--- src/rtl/uart_tx_ctrl.sv ---
// -----------------------------------------------------------------------------
// uart_tx_ctrl -- UART transmit frame sequencer
//
// Accepts one character over a valid/ready handshake. It then shifts out a
// serial frame on txd in this order: start bit (0), 5..8 data bits LSB-first,
// an optional parity bit, then one or two stop bits (1). The configuration is
// captured when the handshake happens, so later input changes do not affect
// the frame already in flight.
//
// Parameters
//   DSIZE  data port width (maximum data bits per frame)
//   DIV_W  width of the baud divisor
//
// Ports
//   clk        system clock
//   rst_n      asynchronous active-low reset; aborts any frame, txd -> 1
//   baud_div   bit period minus one, in clk cycles
//   bit_width  data bits per frame; 5..8 legal, anything else means 8
//   parity_en  1 = append a parity bit after the data bits
//   odd_even   0 = even parity, 1 = odd parity
//   stop2      0 = one stop bit, 1 = two stop bits
//   tx_data    character to send
//   tx_valid   tx_data is valid
//   tx_ready   block can accept a character (high only in IDLE)
//   txd        registered serial output, idle high
//   busy       frame in progress (inverse of tx_ready)
// -----------------------------------------------------------------------------
module uart_tx_ctrl #(
  parameter int DSIZE = 8,
  parameter int DIV_W = 16
) (
  input  logic             clk,
  input  logic             rst_n,
  input  logic [DIV_W-1:0] baud_div,
  input  logic [3:0]       bit_width,
  input  logic             parity_en,
  input  logic             odd_even,
  input  logic             stop2,
  input  logic [DSIZE-1:0] tx_data,
  input  logic             tx_valid,
  output logic             tx_ready,
  output logic             txd,
  output logic             busy
);

  // Frame states; the encoding is fixed so that register dumps stay readable.
  localparam logic [2:0] IDLE   = 3'd0;
  localparam logic [2:0] START  = 3'd1;
  localparam logic [2:0] DATA   = 3'd2;
  localparam logic [2:0] PARITY = 3'd3;
  localparam logic [2:0] STOP1  = 3'd4;
  localparam logic [2:0] STOP2  = 3'd5;

  // Largest data width the port can carry, capped at the 8-bit UART maximum.
  localparam logic [3:0] MAX_BW = (DSIZE < 8) ? 4'(DSIZE) : 4'd8;

  // ---------------------------------------------------------------------------
  // State and frame configuration captured at the handshake
  // ---------------------------------------------------------------------------
  logic [2:0]       state;
  logic [2:0]       state_next;
  logic [DIV_W-1:0] div_lat;     // bit period minus one for this frame
  logic [3:0]       bw_lat;      // sanitised data width for this frame
  logic             par_en_lat;
  logic             stop2_lat;
  logic             par_bit;     // parity bit precomputed at the handshake
  logic             par_bit_next;

  // ---------------------------------------------------------------------------
  // Datapath registers
  // ---------------------------------------------------------------------------
  logic [DIV_W-1:0] div_cnt;
  logic [DIV_W-1:0] div_cnt_next;
  logic [3:0]       bit_cnt;
  logic [3:0]       bit_cnt_next;
  logic [DSIZE-1:0] shift_reg;
  logic [DSIZE-1:0] shift_next;
  logic             txd_next;

  // ---------------------------------------------------------------------------
  // Decoded conditions
  // ---------------------------------------------------------------------------
  logic             handshake;
  logic             bit_end;
  logic             last_data_bit;
  logic [3:0]       bw_san;
  logic [DSIZE-1:0] width_mask;

  // The ready/busy flags are straight decodes of the registered state, so they
  // change on exactly the edge that enters or leaves IDLE.
  assign tx_ready  = (state == IDLE);
  assign busy      = (state != IDLE);
  assign handshake = tx_valid && tx_ready;

  // A bit period ends when the divider reaches the captured divisor. With a
  // divisor of zero every clock ends a bit.
  assign bit_end       = (state != IDLE) && (div_cnt == div_lat);
  assign last_data_bit = (bit_cnt == (bw_lat - 4'd1));

  // ---------------------------------------------------------------------------
  // Width sanitising and parity precompute
  //
  // The parity bit covers only the active data bits. It is computed from the
  // live inputs at the handshake and stored. That gives the same result as
  // XOR-ing the captured data later, without keeping a second copy of the
  // character next to the shift register.
  // ---------------------------------------------------------------------------
  always_comb begin
    // NOTE: every signal written in a combinational block gets a default
    // first; a path that leaves one unassigned would infer a latch.
    bw_san     = MAX_BW;
    width_mask = '0;
    if ((bit_width >= 4'd5) && (bit_width <= MAX_BW)) begin
      bw_san = bit_width;
    end
    for (int i = 0; i < DSIZE; i++) begin
      width_mask[i] = (i < int'(bw_san));
    end
    par_bit_next = (^(tx_data & width_mask)) ^ odd_even;
  end

  // ---------------------------------------------------------------------------
  // Next-state logic
  // ---------------------------------------------------------------------------
  always_comb begin
    state_next = state;
    case (state)
      IDLE: begin
        if (handshake) begin
          state_next = START;
        end
      end
      START: begin
        if (bit_end) begin
          state_next = DATA;
        end
      end
      DATA: begin
        if (bit_end && last_data_bit) begin
          state_next = par_en_lat ? PARITY : STOP1;
        end
      end
      PARITY: begin
        if (bit_end) begin
          state_next = STOP1;
        end
      end
      STOP1: begin
        if (bit_end) begin
          state_next = stop2_lat ? STOP2 : IDLE;
        end
      end
      STOP2: begin
        if (bit_end) begin
          state_next = IDLE;
        end
      end
      default: state_next = IDLE;
    endcase
  end

  // ---------------------------------------------------------------------------
  // Counter and shift register next values
  // ---------------------------------------------------------------------------
  always_comb begin
    // The divider restarts at every bit boundary and stays cleared in IDLE.
    // The handshake edge therefore enters START with a fresh count.
    div_cnt_next = div_cnt + DIV_W'(1);
    if ((state == IDLE) || bit_end) begin
      div_cnt_next = '0;
    end

    bit_cnt_next = bit_cnt;
    shift_next   = shift_reg;
    if (handshake) begin
      bit_cnt_next = '0;
      shift_next   = tx_data;
    end else if ((state == DATA) && bit_end) begin
      bit_cnt_next = last_data_bit ? 4'd0 : (bit_cnt + 4'd1);
      shift_next   = {1'b0, shift_reg[DSIZE-1:1]};
    end
  end

  // ---------------------------------------------------------------------------
  // Serial output, computed for the state being entered
  //
  // txd is registered, so it takes the value belonging to state_next. In DATA
  // that value is bit 0 of the next shift register contents. This covers the
  // first data bit (no shift yet) and every later bit (shifted on the
  // boundary) alike.
  // ---------------------------------------------------------------------------
  always_comb begin
    txd_next = 1'b1;
    case (state_next)
      START:   txd_next = 1'b0;
      DATA:    txd_next = shift_next[0];
      PARITY:  txd_next = par_bit;
      default: txd_next = 1'b1;
    endcase
  end

  // ---------------------------------------------------------------------------
  // Registers
  // ---------------------------------------------------------------------------
  always_ff @(posedge clk or negedge rst_n) begin
    // NOTE: sequential state uses non-blocking assignments only, so every
    // register samples the values from before the edge, whatever the
    // statement order.
    if (!rst_n) begin
      state      <= IDLE;
      txd        <= 1'b1;
      div_cnt    <= '0;
      bit_cnt    <= '0;
      shift_reg  <= '0;
      div_lat    <= '0;
      bw_lat     <= '0;
      par_en_lat <= 1'b0;
      stop2_lat  <= 1'b0;
      par_bit    <= 1'b0;
    end else begin
      state     <= state_next;
      txd       <= txd_next;
      div_cnt   <= div_cnt_next;
      bit_cnt   <= bit_cnt_next;
      shift_reg <= shift_next;
      if (handshake) begin
        div_lat    <= baud_div;
        bw_lat     <= bw_san;
        par_en_lat <= parity_en;
        stop2_lat  <= stop2;
        par_bit    <= par_bit_next;
      end
    end
  end

endmodule

--- config.mk ---
export PLATFORM = sky130hd
export DESIGN_NAME = uart_tx_ctrl
export DESIGN_NICKNAME = d
export VERILOG_FILES = /design/src/rtl/uart_tx_ctrl.sv
export SDC_FILE = /design/constraint.sdc
export NUM_CORES = 1
export LEC_CHECK = 0
export ABC_CLOCK_PERIOD_IN_PS = 2600
export CAP_MARGIN = 20
export CORE_ASPECT_RATIO = 1.5
export CORE_MARGIN = 2
export CORE_UTILIZATION = 25
export CTS_CLUSTER_SIZE = 12
export DETAILED_ROUTE_END_ITERATION = 8
export MAX_ROUTING_LAYER = met4
export SYNTH_ARGS = -nofsm -noshare
export SYNTH_HDL_FRONTEND = slang
export SYNTH_SLANG_ARGS = --single-unit
export TNS_END_PERCENT = 50
--- constraint.sdc ---
create_clock -name clk -period 2.6 [get_ports clk]
set_input_delay 0.26 -clock clk [delete_from_list [all_inputs] [get_ports clk]]
set_output_delay 0.26 -clock clk [all_outputs]
set_load 0.03 [all_outputs]
==> results.txt <==
Status -> completed
Hold WC Path Type -> flop to flop
Ant diodes -> 0
Post-DP Area -> 3310 sq um
Drt total wl -> 5860 um
Worst relative slew slack -> 60.9%
Initial Util -> 25.4%
Fin crit share -> 89.8%
DR vias -> 2,175
Area leader, netlist -> dfrtp_1
Die Y -> 133 um
WL/cell -> 11.9 um
CTS tree -> done
DRC errors left -> 0
Final net count -> 382
Gr usage total -> 11.1%
Die footprint -> 11,900 sq um
Port Buf Inserts -> 36
Min Tclk post-route -> 2.34 ns
Vias in the first global route -> 2,351
CP max-delay cell -> or4_1
Die X -> 89.9 um
Post-synth top area share -> 48.9%
#FFs+latches synth -> 55
Main area contributors after synthesis -> dfrtp_1 49%, nand2_1 11%, xnor2_1 10%, o21ai_0 3.1%, nor2_1 3.0%
MaxCap Viol Count -> 0
CP max stage delay -> 0.62 ns
Clock Skew -> 0.00733 ns
Netlist cell types -> 40
Leakage Power -> 1.50 nW
P&R area growth vs syn -> 25.8%
FFs w/ async S/R, synth -> 100%
Synth Flop Type -> dfrtp_1
Setup TNS -> 0 ns
Fillers -> 1,112
Largest net degree at the start of global routing -> 33
Layout Utilization -> 32.0%
Critical-path cell list -> inv_1 > ha_1 > xnor2_1 > xnor2_1 > or4_1 > nor2_1 > o21ai_0 > o21a_1 > a32oi_1
VDD IR max -> 387 uV
EDFF count, synth -> 0
CTS Buf Count -> 5
Pwr/cell area -> 813 nW/um^2
Design area -> 3480 sq um
Clk Latency, worst-skew pair -> 0.29 ns
Initial antenna violation count -> 0
Register area share after synthesis -> 49.8%
Core region area -> 10,900 sq um
Crit. End Element -> flop
Most common cell after layout, fill and taps aside -> nand2_1
Final setup viols -> 0
Crit Path Class -> flop to flop
Worst Hold Launch -> shift_reg[4]$_DFFE_PN0P_
Number of vias per cell -> 4.41
Row count -> 47
Setup crit start -> bw_lat[0]$_DFFE_PN0P_
Crit path top cell by count -> xnor2_1
DP Cell Count -> 484
Max clock buf depth -> 2
Synthesized area per cell -> 9.03 sq um
TritonRoute pass-1 iters -> 4
Number of DRC markers in iteration 0 -> 151
Post-Syn Area -> 2760 sq um
TritonCTS Sinks -> 55
Fin. max-slew vios -> 0
Post-route insts no fill -> 493
Slew @ Worst Pin -> 0.587 ns
Yosys warning total -> 0
Final Hold Viols -> 0
Layout cells sized above 1 -> 6.65%
GP Congestion -> 0.777
Critical Path Source Type -> flop
GRT Residual Overflow -> 0
CP arrival -> 2.54 ns
RSZ-0062 raised after global routing -> no
I/O Pins -> 37
Reg-to-Reg Start -> bw_lat[0]$_DFFE_PN0P_
HPWL Detailed -> 4320 um
Clock transition at path regs -> 0.07 ns
Post-DRT Antenna Nets -> 0
Register area -> 1380 sq um
CTS root buf -> clkbuf_16
H-tree depth -> 2
Achievable Freq -> 428 MHz
Cells after Synth -> 306
First-pass GRT wire length -> 10,700 um
Max FO, Critical Path -> 6
Net Count, Synth -> 343
Critical path data required time -> 2.81 ns
Multi-input logic area -> 1300 sq um
Most frequent cells in the layout -> 83 x nand2_1, 54 x dfrtp_1, 35 x clkdlybuf4s50_1
where the power goes:
group          switching, mW  total, mW  internal (mW)
combinational          0.373      0.772          0.399
clock                  0.306      0.691          0.385
sequential             0.232       1.36           1.13
total                  0.911       2.83           1.92
per-stage QoR:
step                      setup slack, ns  hold WS (ns)  power [mW]
after global placement              0.391         0.291        2.14
after detailed placement            0.292         0.303        2.16
final                               0.265         0.476        2.83
after floorplan                     0.263       -0.0356        1.91
after CTS                           0.273         0.481        2.87
after global routing               0.0954         0.500        3.04
final timing paths:
| check | to | slack (ns) | depth (start not counted) |
|---|---|---|---|
| hold reg to reg | shift_reg[4]$_DFFE_PN0P_ | 0.48 | 2 |
| max in group asynchronous | bw_lat[3]$_DFFE_PN0P_ | 1.52 | 3 |
| min in group asynchronous | div_lat[12]$_DFFE_PN0P_ | 0.51 | 2 |
| hold / removal | shift_reg[4]$_DFFE_PN0P_ | 0.48 | 2 |
| setup reg to reg | txd$_DFF_PN1_ | 0.26 | 9 |
| setup / recovery | txd$_DFF_PN1_ | 0.26 | 9 |
Yosys cell counts, types with 2 or more instances:
master and n:
clkbuf_1 5, nand4_1 6, buf_1 2, xnor2_1 33
nor2_1 22, nor3_1 4, and2_1 2, and3_1 3
nand2_1 83, inv_1 11, or3_1 4, xor2_1 6
nand3_1 12, a21oi_1 8, a22oi_1 6, buf_2 3
nor2b_1 2, o21ai_0 17, ha_1 3, dfrtp_1 54
per-layer routing:
layer	track usage (%)	vias up	share of wire, %	wire length, um
met5	-	-	0	0
met4	3.93	0	1.4	84
met3	1.82	11	3.3	196
met2	20.4	32	54	3150
met1	12.1	1046	41	2420
li1	-	1086	-	-
final cells by class:
cell class	instances	area share [%]
Clock buffer	6	3.99
Clock inverter	2	0.468
Inverter	11	1.19
Multi-Input combinational cell	230	37.5
Sequential cell	55	39.6
Tap cell	147	5.29
Timing Repair Buffer	42	11.9
what timing repair did:
item | in CTS | in global routing
setup endpoints to repair | 0 | 0
hold endpoints to repair | 22 | 0
gates resized for setup | 0 | 0
hold buffers | 1 | 0
buffers inserted | 0 | 0
worst max-delay path, delay by kind of cell (launching register included):
family                     cells  cell delay (ns)
AOI/OAI and AO/OA              3             0.52
xor gates and xnor gates       2             0.27
adders and majority gates      1             0.21
buffers and inverters          1             0.06
DFF                            1             0.41
and+or+nand+nor                2             0.79
cells by family (layout without fill, tap and decap cells):
logic type,count (synthesis),after routing,share of synthesized area [%]
multiplexers,1,1,0.407
adder cells (fa/ha/maj),3,3,1.36
buffers and inverters,21,61,2.99
AO/OA/AOI/OAI,41,41,9.33
XOR/XNOR,39,39,12.4
flip-flops,55,55,49.8
AND/OR/NAND/NOR,146,146,23.7
Power figures use the tool's default switching activity.
